**config.mk**
```make
export PLATFORM = sky130hd
export DESIGN_NAME = multi_channel_modulator
export DESIGN_NICKNAME = d
export VERILOG_FILES = /design/src/rtl/multi_channel_modulator.sv
export SDC_FILE = /design/constraint.sdc
export NUM_CORES = 1
export LEC_CHECK = 0
export ABC_AREA = 1
export BUFFER_PORTS_ARGS = -buffer_cell sky130_fd_sc_hd__buf_4
export CORE_MARGIN = 4
export CORE_UTILIZATION = 29
export DETAILED_ROUTE_END_ITERATION = 7
export SLEW_MARGIN = 20
export SYNTH_ARGS = -nofsm -noshare
export SYNTH_HDL_FRONTEND = slang
export SYNTH_SLANG_ARGS = --single-unit
```
**constraint.sdc**
```tcl
create_clock -name clk -period 8.35 [get_ports clk]
set_input_delay 0.835 -clock clk [delete_from_list [all_inputs] [get_ports clk]]
set_output_delay 0.835 -clock clk [all_outputs]
set_load 0.05 [all_outputs]
```
**src/rtl/multi_channel_modulator.sv**
```systemverilog
// rtl/multi_channel_modulator.sv - shared square-wave carrier keying NUM_CH data channels
// Config is double-buffered and swapped only on a carrier 1->0 wrap, so no partial period is emitted.

module multi_channel_modulator #(
   parameter int CTR_W        = 16,
   parameter int NUM_CH       = 4,
   parameter int RST_HALF_PER = 8
) (
   input  logic              clk,
   input  logic              reset,
   input  logic [NUM_CH-1:0] in,
   input  logic [NUM_CH-1:0] ch_en,
   input  logic [CTR_W-1:0]  cfg_half_per,
   input  logic [1:0]        cfg_mode,
   input  logic              cfg_valid,
   output logic              cfg_ready,
   output logic              carrier,
   output logic              period_tick,
   output logic [NUM_CH-1:0] out
);

   logic [CTR_W-1:0]  r_ctr;
   logic              r_carrier;
   logic              r_tick;
   logic [NUM_CH-1:0] r_out;
   logic              r_ready;
   logic [CTR_W-1:0]  r_hp;
   logic [1:0]        r_mode;
   logic [CTR_W-1:0]  r_pend_hp;
   logic [1:0]        r_pend_mode;

   logic [CTR_W-1:0]  w_hp_eff;
   logic              w_wrap;
   logic              w_c_nxt;
   logic              w_fall;
   logic              w_apply;
   logic [1:0]        w_mode_nxt;
   logic [NUM_CH-1:0] w_out_nxt;

   assign w_hp_eff   = (r_hp == '0) ? CTR_W'(1) : r_hp;
   assign w_wrap     = (r_ctr == w_hp_eff - CTR_W'(1));
   assign w_c_nxt    = r_carrier ^ w_wrap;
   assign w_fall     = w_wrap & r_carrier;
   assign w_apply    = w_fall & ~r_ready;
   // The period starting at the apply edge is already keyed with the new mode.
   assign w_mode_nxt = w_apply ? r_pend_mode : r_mode;

   always_comb begin
      w_out_nxt = '0;
      for (int i = 0; i < NUM_CH; i++) begin
         case (w_mode_nxt)
            2'b00:   w_out_nxt[i] = ch_en[i] & in[i] & w_c_nxt;
            2'b01:   w_out_nxt[i] = ch_en[i] & ~in[i] & w_c_nxt;
            2'b10:   w_out_nxt[i] = ch_en[i] & (w_c_nxt ^ ~in[i]);
            default: w_out_nxt[i] = ch_en[i] & in[i];
         endcase
      end
   end

   always_ff @(posedge clk) begin
      if (reset) begin
         r_ctr       <= '0;
         r_carrier   <= 1'b0;
         r_tick      <= 1'b0;
         r_out       <= '0;
         r_ready     <= 1'b1;
         r_hp        <= CTR_W'(RST_HALF_PER);
         r_mode      <= 2'b00;
         r_pend_hp   <= '0;
         r_pend_mode <= 2'b00;
      end else begin
         r_ctr     <= w_wrap ? '0 : r_ctr + CTR_W'(1);
         r_carrier <= w_c_nxt;
         r_tick    <= w_fall;
         r_out     <= w_out_nxt;
         // Apply and capture are exclusive: apply needs a full holding register.
         if (w_apply) begin
            r_hp    <= r_pend_hp;
            r_mode  <= r_pend_mode;
            r_ready <= 1'b1;
         end else if (cfg_valid && r_ready) begin
            r_pend_hp   <= cfg_half_per;
            r_pend_mode <= cfg_mode;
            r_ready     <= 1'b0;
         end
      end
   end

   assign cfg_ready   = r_ready;
   assign carrier     = r_carrier;
   assign period_tick = r_tick;
   assign out         = r_out;

endmodule

```
# Word-level counts from Yosys, hierarchy flattened
# Index checks and enable logic that the tools add are counted.
[classes]
n_eq_ne = 3
n_mux = 6
add_sub_neg = 2
bitwise_logic = 33
n_reduce_logical = 6
[ops]
columns = ["cell", "count"]
rows = [
  ["1-bit bitwise AND", 22],
  ["16-bit by 1-bit adder with 16-bit output, second input constant", 1],
  ["16-bit equality test", 1],
  ["16-bit logical NOT", 1],
  ["16-bit two-way mux", 1],
  ["16-bit by 1-bit subtractor with 16-bit output, second input constant", 1],
  ["1-bit case mux with 3 select lines", 4],
  ["1-bit inverter", 6],
  ["1-bit XOR", 5],
  ["2-bit OR reduction", 2],
  ["2-bit by 1-bit equality test with 1-bit output, second input constant", 1],
  ["2-bit equality test, second input constant", 1],
  ["2-bit logical NOT", 1],
  ["2-bit two-way mux", 1],
  ["2-bit AND reduction", 1],
  ["1-bit logical AND", 1],
]
[word_totals]
elab_cells = 59
in_bits = 29
out_inout_bits = 7
ff_bits = 59

# Longest topological paths before layout
[depth]
ltp_word = 9
mapped_depth = 28
depth_no_buf = 28

# Least setup slack after synthesis
# OpenSTA, ideal clock, no wires.
[synth_path]
path_kind = "reg2reg"
startpoint = "register r_hp[2]"
endpoint = "register r_out[0], in the netlist out[0]"
arrival_ns = 3.472
n_path_buf = 1
slack_ns = 4.808
required_ns = 8.280
setup_time_ns = 0.070
synth_period_minus_slack_ns = 3.542
stages_incl_launch_ff = 28
cell_sequence = "dfxtp_1 nor2_4 nand2_1 nor2_2 nand2_2 nand2_1 inv_2 ha_1 nand2_4 nor2_4 nand2_1 inv_1 nand4_1 xor2_1 o21ai_0 nor2_1 nand3b_1 nor2_1 ha_1 inv_1 nor2_1 clkbuf_1 mux2i_1 nand2_1 o21ai_0 inv_1 or2_2 a21oi_1"
[synth_between]
elab_chain_len = 9
elab_cells_between_ends = 16
cone_classes = "add/sub (1); eq/ne (3); mux (3); bitwise (7); reduce/logical (2)"
[synth_rtl]
columns = ["item", "line_no", "source"]
rows = [
  ["from (decl)", "27", "logic [CTR_W-1:0] r_hp;"],
  ["from (signal assigned)", "67", "r_hp <= CTR_W'(RST_HALF_PER);"],
  ["from (signal assigned)", "78", "r_hp <= r_pend_hp;"],
  ["16-bit logical NOT", "40", "assign w_hp_eff = (r_hp == '0) ? CTR_W'(1) : r_hp;"],
  ["16-bit two-way mux (*)", "40", ""],
  ["16-bit by 1-bit subtractor with 16-bit output (*)", "41", "assign w_wrap = (r_ctr == w_hp_eff - CTR_W'(1));"],
  ["16-bit equality test (*)", "41", ""],
  ["1-bit bitwise AND (*)", "43", "assign w_fall = w_wrap & r_carrier;"],
  ["net w_fall", "35", "logic w_fall;"],
  ["1-bit bitwise AND (*)", "44", "assign w_apply = w_fall & ~r_ready;"],
  ["2-bit two-way mux (*)", "-", ""],
  ["2-bit equality test (tied with other cells)", "51", "case (w_mode_nxt)"],
  ["1-bit case mux with 3 select lines (*)", "51", ""],
  ["to (signal assigned)", "75", "r_out <= w_out_nxt;"],
  ["to (decl)", "25", "logic [NUM_CH-1:0] r_out;"],
]
# Mark *: on every way through the listed nets, which the timed path passes. The rest lies on a longest branch.
# A chain may end at the register's enable or synchronous reset.

# Worst setup path after layout
[layout_path]
startpoint = "register r_hp[8]"
endpoint = "register r_out[0], in the netlist out[0]"
# The elaborated chain is that of the path after synthesis.

==> results list <==
- Number of nets with antenna violations after detailed routing: 0
- Die footprint: 0.0122 mm²
- Clock-pin slew was measured on the worst setup and hold paths at 0.07 ns.
- The net count of the finished layout is 482.
* Required arrival time at the worst endpoint: 8.62 ns
- From left edge to right edge, the die measures 111 µm.
- The repair_antennas step left the layout with diodes totalling 0.
- Cell area after synthesis: 0.00305 mm²
* Setup Total Neg Slack: 0 ns
- The tree built by TritonCTS fans out to 59 sinks.
- Path type of the worst min-delay path: reg -> reg
* Via count normalized by instance count: 4.36
- Number of synthesized flops with an enable pin: 0
- Routability Congestion: 0.840
* Arrival time of data at the critical path endpoint: 4.97 ns
* I/O pins: 36
- Number of nets produced by synthesis: 446
* CTS hold repair buffers: 0
* DRT Wirelength: 6760 µm
* Total net switching power: 0.146 mW
* Average wire per cell in the routed design: 11.4 µm
- After layout, the worst setup slack is 3.65 ns.
- Worst stage delay on the critical path: 0.50 ns
- Half-perimeter wire length after detailed placement: 5270 µm
- In this run the critical register-to-register path is launched from r_hp[8].
- Post-CTS setup buffer count: 0
* CP Launch Point: r_hp[8]
* Vias after detailed routing: 2,574
- Counting along the longest clock path gives a buffer depth of 2.
- At the later pin of the worst-skew pair, clock insertion delay measures 0.34 ns.
* Most used cells in the layout excluding fill and tap cells: 82 x sky130_fd_sc_hd__nor2_1, 59 x sky130_fd_sc_hd__dfxtp_1, 57 x sky130_fd_sc_hd__nand2_1
- Tot Pwr: 0.623 mW
* IR Drop Worst-Case VDD: 0.111 mV
- Leading cell type in the layout, fill and taps excluded: sky130_fd_sc_hd__nor2_1
* Initial antenna violation count: 0
- Worst-margin pin slew: 0.894 ns
- The count of endpoints failing hold in the final timing report came to 0.
- Row generation in the floorplan step produced 37 rows.
* Syn Area/Cell: 7.37 µm²
- Predominant post-synthesis flop cell: sky130_fd_sc_hd__dfxtp_1
- Slew HR: 40.3%
- The die is 111 µm tall.
- The region available for standard cell placement spans 0.0103 mm².
- Root buffer selected by CTS: sky130_fd_sc_hd__clkbuf_8
- Setup skew after layout: 0.00608 ns
- The number of clock buffers added by TritonCTS is 9.
- Fraction of final layout cells sized beyond drive strength 1: 19.8%
* Internal Pwr Total: 0.477 mW
- Setup repair after global routing left no endpoint under its margin.
- After synthesis, the netlist uses 32 different library cells.
- IO Port Bufs: 35
- Overall global routing resource usage: 11.7%
* Share of the clock period used by the worst path after layout: 56.2%
- DRC violations left: 0
- Sequential share of the synthesized area: 38.7%
- Global routing finished with a remaining overflow of 0.
- Fillers: 1,112
- Top delay family on crit path: simple AND/OR/NAND/NOR gates
- From synthesis to final layout, the design area changed by 19.6%.
- Max-cap viol count: 0
* Crit start category: flop
- Top cells by area, synth: sky130_fd_sc_hd__dfxtp_1 39%, sky130_fd_sc_hd__nor2_1 10%, sky130_fd_sc_hd__nand2_1 7.0%, sky130_fd_sc_hd__o21ai_0 6.6%, sky130_fd_sc_hd__xor2_1 6.3%
- Subtracting the final worst setup slack from the clock period gives 4.70 ns.
- Deepest level of the CTS H-tree: 3
- FF+latch count, synth: 59
- Cell with the biggest individual delay on the critical path: sky130_fd_sc_hd__inv_1
- Number of detailed-routing iterations run before antenna repair: 5
- The first global-routing pass estimated 11,800 µm of wire.
- During synthesis, Yosys emitted a total of 0 warnings.
* Worst setup slack before clock tree synthesis: 3.64 ns
- Once layout is complete, the utilization of the core stands at 35.5%.
* Share of power burned in registers: 47.6%
- Clock tree from TritonCTS: built
* Total power divided by cell area: 171 mW/mm²
* Maximum number of pins on one net before global-route repair: 37
* Leakage component of the power: 1.59 nW
* Clock network power share: 45.9%
* Part of the total power dissipated in combinational logic: 6.5%
* Number of global-route vias before repair: 2,545
- Buf+Inv Stages, Crit Path: 5
* Result of the run: finished clean
- For this configuration, the core starts out at a cell density of 29.7%.
- Number of setup violations in the final report: 0
* HP Start: r_pend_mode[0]
* Endpoint type of the worst setup path: flop
- Counting flops with an async set or reset pin after synthesis yields a share of 0%.
- The final max-slew violation count is 0.
- Post-synth top area cell: sky130_fd_sc_hd__dfxtp_1
* Proportion of total power due to net switching: 23.4%
- Based on the critical path, the design can be clocked at up to 0.213 GHz.
* Worst Setup Path Type: reg -> reg
* Crit path max fanout: 26
- Number of design-rule violations left by the first detailed-router iteration: 94
* Number of cells produced by synthesis: 414
- In this run, post-CTS repair resized a total of 0 instances.
* Top cell type's share of synthesized area: 38.7%
## layout make-up
| cell class | count | area [µm²] | area share [%] |
|---|---|---|---|
| Sequential cell | 59 | 1180 | 32.4 |
| Multi-Input combinational cell | 300 | 1640 | 45.1 |
| Timing Repair Buffer | 35 | 263 | 7.20 |
| Clock inverter | 6 | 90.1 | 2.47 |
| Clock buffer | 10 | 128 | 3.50 |
| Tap cell | 136 | 170 | 4.67 |
| Inverter | 45 | 171 | 4.70 |
## registers in the layout, indices dropped and copies added (netlist names)
signal / flops
cfg_ready: 1
r_ctr: 16
carrier: 1
out: 4
r_pend_hp: 16
r_pend_mode: 2
period_tick: 1
r_hp: 16
r_mode: 2
## cells in the mapped netlist (4+ instances only)
cell / count
sky130_fd_sc_hd__nor2_2: 6
sky130_fd_sc_hd__nor2_4: 14
sky130_fd_sc_hd__nand2_1: 57
sky130_fd_sc_hd__nand2_2: 4
sky130_fd_sc_hd__nand3_1: 19
sky130_fd_sc_hd__dfxtp_1: 59
sky130_fd_sc_hd__a21oi_1: 16
sky130_fd_sc_hd__nor3_2: 4
sky130_fd_sc_hd__o21ai_0: 40
sky130_fd_sc_hd__xor2_1: 22
sky130_fd_sc_hd__clkbuf_1: 9
sky130_fd_sc_hd__xnor2_1: 5
sky130_fd_sc_hd__inv_1: 40
sky130_fd_sc_hd__or2_2: 4
sky130_fd_sc_hd__nand4_1: 6
sky130_fd_sc_hd__nor2_1: 82
## worst min-delay path, delay by kind of cell (launching register included)
kind            cells  cell delay (ns)
buf+inv             1             0.06
flops               1             0.30
compound gates      1             0.06
## per-stage QoR
| stage | hold WS, ns | instances | cell area [µm²] |
|---|---|---|---|
| 2_1_floorplan | 0.425 | 414 | 3050 |
| 3_3_place_gp | 0.456 | 575 | 3430 |
| 3_5_place_dp | 0.459 | 575 | 3430 |
| 4_1_cts | 0.470 | 591 | 3650 |
| 5_1_grt | 0.504 | 591 | 3650 |
| 6_report | 0.463 | 591 | 3650 |
## metal layers
metal / wire length (µm) / share of wire [%] / up-vias / global-route usage (%)
met5: 0 / 0 / - / 0
met4: 66 / 0.98 / 0 / 4.35
met3: 334 / 4.9 / 5 / 2.85
met2: 3060 / 45 / 51 / 18.4
met1: 3300 / 49 / 1125 / 15.6
li1: - / - / 1393 / -
## cell families (layout without fill, tap and decap cells)
kind of cell             after synthesis  count (layout)  share of synthesized area [%]
flip-flops                            59              59                           38.7
adder cells (fa/ha/maj)                3               3                           1.23
AO/OA/AOI/OAI                         63              63                           10.8
XOR/XNOR                              28              28                           8.29
buffers and inverters                 55              96                           7.38
AND/OR/NAND/NOR                      205             205                           33.3
multiplexers                           1               1                          0.328
## power groups by stage
stage	logic, mW	registers, mW	clock network, mW
floorplan	0.0252	0.303	0
global placement	0.0403	0.303	0
detailed placement	0.0412	0.303	0
CTS	0.0412	0.296	0.296
global route	0.0467	0.297	0.307
finish	0.0407	0.296	0.286
## path summary, 6_finish.rpt
kind | to | slack, ns | cells after the start
setup / recovery | out[0] | 3.65 | 27
hold reg to reg | r_pend_mode[0] | 0.46 | 2
hold / removal | r_pend_mode[0] | 0.46 | 2
setup reg to reg | out[0] | 3.65 | 27
(Power assumes the default switching activity.)
